**src/rtl/legv8_bus_ctrl.sv**
```systemverilog
// legv8_bus_ctrl: N-source bus enable decode with sequenced memory cycles.
// Optional bus-timeout fault enabled by defining LEGV8_BUS_TIMEOUT_EN.
module legv8_bus_ctrl #(
   parameter int N_DATA      = 4,
   parameter int N_ADDR      = 2,
   parameter int WAIT_STATES = 1,
   parameter int TIMEOUT     = 16,
   localparam int DSW = (N_DATA > 1) ? $clog2(N_DATA) : 1,
   localparam int ASW = (N_ADDR > 1) ? $clog2(N_ADDR) : 1,
   localparam int TW  = $clog2(TIMEOUT + 1)
) (
   input  logic              clock,
   input  logic              reset,
   input  logic              req,
   input  logic [DSW-1:0]    ds_sel,
   input  logic [ASW-1:0]    as_sel,
   input  logic              mw,
   input  logic [1:0]        size,
   input  logic              mem_ready,
   input  logic              fault_clr,
   output logic [N_DATA-1:0] data_en,
   output logic [N_ADDR-1:0] addr_en,
   output logic              mem_cs,
   output logic              mem_we,
   output logic [1:0]        mem_size,
   output logic              stall,
   output logic              done,
   output logic              fault
);

`ifdef LEGV8_BUS_TIMEOUT_EN
   typedef enum logic [1:0] {S_IDLE, S_ACCESS, S_FAULT} state_t;
`else
   typedef enum logic [1:0] {S_IDLE, S_ACCESS} state_t;
`endif

   localparam logic [DSW-1:0] LAST = DSW'(N_DATA - 1);

   state_t         state_q, state_d;
   logic [DSW-1:0] ds_q, ds_d;
   logic [ASW-1:0] as_q, as_d;
   logic           mw_q, mw_d;
   logic [1:0]     size_q, size_d;
   logic [3:0]     wait_q, wait_d;
`ifdef LEGV8_BUS_TIMEOUT_EN
   logic [TW-1:0]  to_q, to_d;
`else
   logic           unused_fault_clr;
   assign unused_fault_clr = fault_clr & (TIMEOUT > WAIT_STATES) & (TW > 0);
`endif

   logic           mem_op;
   logic           d_on, a_on;
   logic [DSW-1:0] d_sel;
   logic [ASW-1:0] a_sel;

   assign mem_op   = mw | (ds_sel == LAST);
   assign mem_size = size_q;

   // State, captured control word and counters
   always_ff @(posedge clock or negedge reset) begin
      if (!reset) begin
         state_q <= S_IDLE;
         ds_q    <= '0;
         as_q    <= '0;
         mw_q    <= 1'b0;
         size_q  <= 2'b00;
         wait_q  <= 4'd0;
`ifdef LEGV8_BUS_TIMEOUT_EN
         to_q    <= '0;
`endif
      end else begin
         state_q <= state_d;
         ds_q    <= ds_d;
         as_q    <= as_d;
         mw_q    <= mw_d;
         size_q  <= size_d;
         wait_q  <= wait_d;
`ifdef LEGV8_BUS_TIMEOUT_EN
         to_q    <= to_d;
`endif
      end
   end

   // Next state, capture, counters and bus/handshake outputs
   always_comb begin
      state_d = state_q;
      ds_d    = ds_q;
      as_d    = as_q;
      mw_d    = mw_q;
      size_d  = size_q;
      wait_d  = wait_q;
`ifdef LEGV8_BUS_TIMEOUT_EN
      to_d    = to_q;
`endif
      d_on    = 1'b0;
      a_on    = 1'b0;
      d_sel   = ds_sel;
      a_sel   = as_sel;
      mem_cs  = 1'b0;
      mem_we  = 1'b0;
      stall   = 1'b0;
      done    = 1'b0;
      fault   = 1'b0;
      unique case (state_q)
         S_IDLE: begin
            if (req && mem_op) begin
               stall   = 1'b1;
               state_d = S_ACCESS;
               ds_d    = ds_sel;
               as_d    = as_sel;
               mw_d    = mw;
               size_d  = size;
               wait_d  = 4'(WAIT_STATES);
`ifdef LEGV8_BUS_TIMEOUT_EN
               to_d    = '0;
`endif
            end else if (req) begin
               d_on = 1'b1;
               a_on = 1'b1;
               done = 1'b1;
            end
         end
         S_ACCESS: begin
            a_on   = 1'b1;
            a_sel  = as_q;
            mem_cs = 1'b1;
            mem_we = mw_q;
            if (mw_q) begin
               d_on  = (ds_q != LAST);
               d_sel = ds_q;
            end else begin
               d_on  = 1'b1;
               d_sel = LAST;
            end
            if (wait_q != 4'd0) wait_d = wait_q - 4'd1;
`ifdef LEGV8_BUS_TIMEOUT_EN
            to_d = to_q + 1'b1;
`endif
            if (wait_q == 4'd0 && mem_ready) begin
               done    = 1'b1;
               state_d = S_IDLE;
            end else begin
               stall = 1'b1;
`ifdef LEGV8_BUS_TIMEOUT_EN
               if (to_q == TW'(TIMEOUT - 1)) state_d = S_FAULT;
`endif
            end
         end
`ifdef LEGV8_BUS_TIMEOUT_EN
         S_FAULT: begin
            fault = 1'b1;
            if (fault_clr) state_d = S_IDLE;
         end
`endif
         default: state_d = S_IDLE;
      endcase
      if (!reset) begin
         d_on   = 1'b0;
         a_on   = 1'b0;
         mem_cs = 1'b0;
         mem_we = 1'b0;
         stall  = 1'b0;
         done   = 1'b0;
         fault  = 1'b0;
      end
   end

   // One-hot decode; out-of-range selects light nothing
   always_comb begin
      data_en = '0;
      addr_en = '0;
      for (int i = 0; i < N_DATA; i++)
         data_en[i] = d_on && (d_sel == DSW'(i));
      for (int i = 0; i < N_ADDR; i++)
         addr_en[i] = a_on && (a_sel == ASW'(i));
   end

endmodule

```
**config.mk**
```make
export PLATFORM = sky130hd
export DESIGN_NAME = legv8_bus_ctrl
export DESIGN_NICKNAME = d
export VERILOG_FILES = /design/src/rtl/legv8_bus_ctrl.sv
export SDC_FILE = /design/constraint.sdc
export NUM_CORES = 1
export LEC_CHECK = 0
export CORE_ASPECT_RATIO = 0.9
export CORE_MARGIN = 1.5
export CORE_UTILIZATION = 30
export CTS_CLUSTER_SIZE = 8
export DETAILED_ROUTE_END_ITERATION = 16
export PLACE_DENSITY = 0.59
export SYNTH_ARGS = -nofsm -noshare
export SYNTH_HDL_FRONTEND = slang
export SYNTH_SLANG_ARGS = --single-unit
```
**constraint.sdc**
```tcl
create_clock -name clock -period 1.5 [get_ports clock]
set_input_delay 0.3 -clock clock [delete_from_list [all_inputs] [get_ports clock]]
set_output_delay 0.3 -clock clock [all_outputs]
set_load 0.02 [all_outputs]
```
==> impl_metrics.csv <==
group,metric,value,unit
synth,ys_seq_area_frac,0.394,
routing,vias,713,
global_route,grt_overflow,0,
routing,ant_nets,0,
timing,fmax,533,MHz
min_path,hp-class,"in2async",
synth,synth_top_area_share,0.394,
status,violations,"setup timing",
global_route,antenna_found_initial,0,
floorplanning,core-area,2180,µm²
synth,synth_top_family_by_area,"simple AND/OR/NAND/NOR gates",
routing,drc_errors,0,
setup_path,rr_worst_depth,5,
synth,synth-compound-area-share,0.191,
finish,fill_cells,201,
clocking,cts_tree,"done",
floorplanning,num_rows,16,
place,dp_hpwl,1370,µm
floorplanning,die_w,53.9,µm
timing,finalHoldViolations,0,
setup_path,worstReg2RegEnd,"ds_q[0]",
clocking,clock_tree.buffer_depth,2,
place,gp_congestion,0.796,
floorplanning,ios,24,
place,port_buffers,21,
finish,fin_util,0.597,
setup_path,r2r_slack,0.01,ns
setup_path,cp.arrival,1.57,ns
routing,wl_met1,812,µm
timing,setup_viol,8,
clocking,cts_sinks,11,
finish,drive_gt1_frac,0.600,
synth,synth_area,699,µm²
setup_path,critPathKind,"reg2out",
synth,synth_nets,82,
setup_path,worstPathRequired,1.20,ns
place,dp_slack,-0.882,ns
synth,ys_types,30,
floorplanning,die_area,2630,µm²
clocking,insertion_delay,0.28,ns
global_route,grt_pass1_vias,676,
pwr,ir_worst_vdd,0.00123,V
synth,yosys_warnings,0,
pwr,powerDensity,1950,nW/µm²
timing,slew_viol_final,0,
setup_path,worstPathMaxFanout,3,
finish,antenna_cells,0,
setup_path,cp-end-kind,"output pin",
synth,syn_inst,70,
setup_path,reg2reg_from,"state_q[0]",
synth,synthMuxAreaShare,0.125,
setup_path,cp_cell_sequence,"inv_2, ha_4, nor3b_4, nand2_2, a22o_1, buf_6",
routing,dr.max_layer_used,"met3",
clocking,htree_levels,1,
timing,post-route-min-period,1.87,ns
synth,yosys_register_bits,11,
routing,drt-initial-drc-count,9,
synth,synth_adder_area_share,0.0179,
routing,routed_wl,1990,µm
setup_path,max_stage_delay,0.40,ns
global_route,grt_use_total,0.159,
routing,met3WireLength,89,µm
floorplanning,initial_core_util,0.321,
setup_path,critPathSlowestCell,"dfrtp_1",
finish,nets,133,
clocking,path_clk_slew,0.08,ns
timing,rsz0062_at_grt,"true",
flow_run,maxCapViolCount,0,
synth,yosys.area_share.simple,0.213,
clocking,numCtsBuffers,3,
synth,synth_area_leaders,"dfrtp_1, mux2_2, nor3_1, inv_1, mux2i_1",
global_route,grt_max_degree,13,
timing,hold_ws,0.234,ns
timing,skew,0.00505,ns
synth,synth_top_area_cell,"dfrtp_1",
place,dpl_cell_area,1080,µm²
floorplanning,fp.dieH,48.8,µm
finish,areaGrowthSynthToFinish,86.4,%
timing,finalCritPeriodShare,1.25,
synth,synth_xor_area_frac,0,
routing,first_pass_iters,4,
status,outcome,"finished with violations",
clocking,cts-root-buf,"clkbuf_4",
synth,postSynthAreaPerCell,9.99,µm²
timing,fin_ws,-0.375,ns
setup_path,startpoint_type,"flop",
finish,final_area,1300,µm²
routing,via_per_inst,4.85,
global_route,grt_first_pass_wirelength,2970,µm
routing,wl_per_cell,13.6,µm
routing,dr_wl_met2,1090,µm
pwr,p_leak,0.604,nW
==> worst max-delay path: cells and delay by family, from the launching register on <==
family          cells  cell delay [ns]
buf+inv             2             0.22
simple gates        2             0.30
fa+ha+maj           1             0.13
compound gates      1             0.25
flops               1             0.40
==> final cells by class <==
class	instances	area, µm²	share of cell area
multi-input combinational	51	514	0.394
timing repair buffer	48	428	0.328
sequential	11	278	0.213
tap	27	33.8	0.0259
clock buffer	3	22.5	0.0173
inverter	6	22.5	0.0173
clock inverter	1	5.00	0.00384
==> Yosys cell counts <==
cell type / count
nand3_1: 3
a31oi_1: 2
nor2_8: 1
a21o_1: 1
a32oi_1: 1
mux2i_1: 2
o21ai_0: 2
o21bai_1: 1
nor3b_1: 1
o22ai_1: 2
nor2b_1: 2
ha_1: 1
nand3b_1: 1
nor2_1: 4
nand2b_4: 1
nand2_1: 5
mux2_2: 6
a21oi_4: 1
buf_4: 2
o32ai_1: 1
and3_1: 1
a32oi_2: 1
inv_1: 6
a22o_1: 1
or2b_1: 1
conb_1: 1
dfrtp_1: 11
a31o_2: 2
nor3_1: 5
a21boi_0: 1
==> per-layer routing <==
layer  global-route usage  vias up
met2                0.260       16
met3               0.0644        0
met4               0.0385        0
met1                0.189      343
li1                     -      354
met5                    0        -
==> how the worst max path moves through the flow <==
stage	from	to	slack [ns]	cells after the start
after floorplan	state_q[0]	data_en[0]	-0.14	3
after global placement	req	data_en[1]	-0.86	5
after detailed placement	req	data_en[3]	-0.88	5
after CTS	wait_q[0]	stall	-0.40	6
after global routing	wait_q[0]	stall	-0.44	6
final	wait_q[0]	stall	-0.37	6
==> metrics by stage <==
stage,cells,setup TNS [ns],power (mW)
2_1_floorplan,70,-0.597,1.29
3_3_place_gp,135,-10.51,1.84
3_5_place_dp,135,-10.72,1.87
4_1_cts,143,-2.01,2.25
5_1_grt,147,-2.82,2.71
6_report,147,-2.23,2.54
==> state kept, by name (all words and copies together) (netlist names) <==
name      count
mem_size      2
as_q          1
mw_q          1
state_q       1
ds_q          2
wait_q        4
==> cell families (layout without fill, tap and decap cells) <==
logic type / after synthesis / after routing
muxes: 8 / 8
and+or+nand+nor: 25 / 25
adders and majority gates: 1 / 1
buffers and inverters: 8 / 58
AOI/OAI and AO/OA: 16 / 16
DFF: 11 / 11
other: 1 / 1
==> report_power, final <==
part	switching [mW]	internal [mW]	total (mW)
clock	0.113	0.0990	0.212
combinational	0.765	0.964	1.73
sequential	0.155	0.449	0.604
total	1.03	1.51	2.54
==> cells in the final DEF (no fill, tap or decap), types with 3 or more instances in the layout <==
master and n:
inv_1 3, inv_2 3, nand3_1 3, buf_4 25, nand2_1 3, dfrtp_1 9, buf_6 11, mux2_2 3
nor2_1 3, dlygate4sd2_1 7, clkdlybuf4s50_1 4, nor3_2 3, clkbuf_4 3, mux2_4 3
==> repair_timing <==
action	CTS	global route
hold endpoints to repair	0	0
hold buffers	0	0
resized for setup	74	27
setup endpoints to repair	18	16
pin swaps	9	8
buffers inserted	4	4
(Power assumes the default switching activity.)
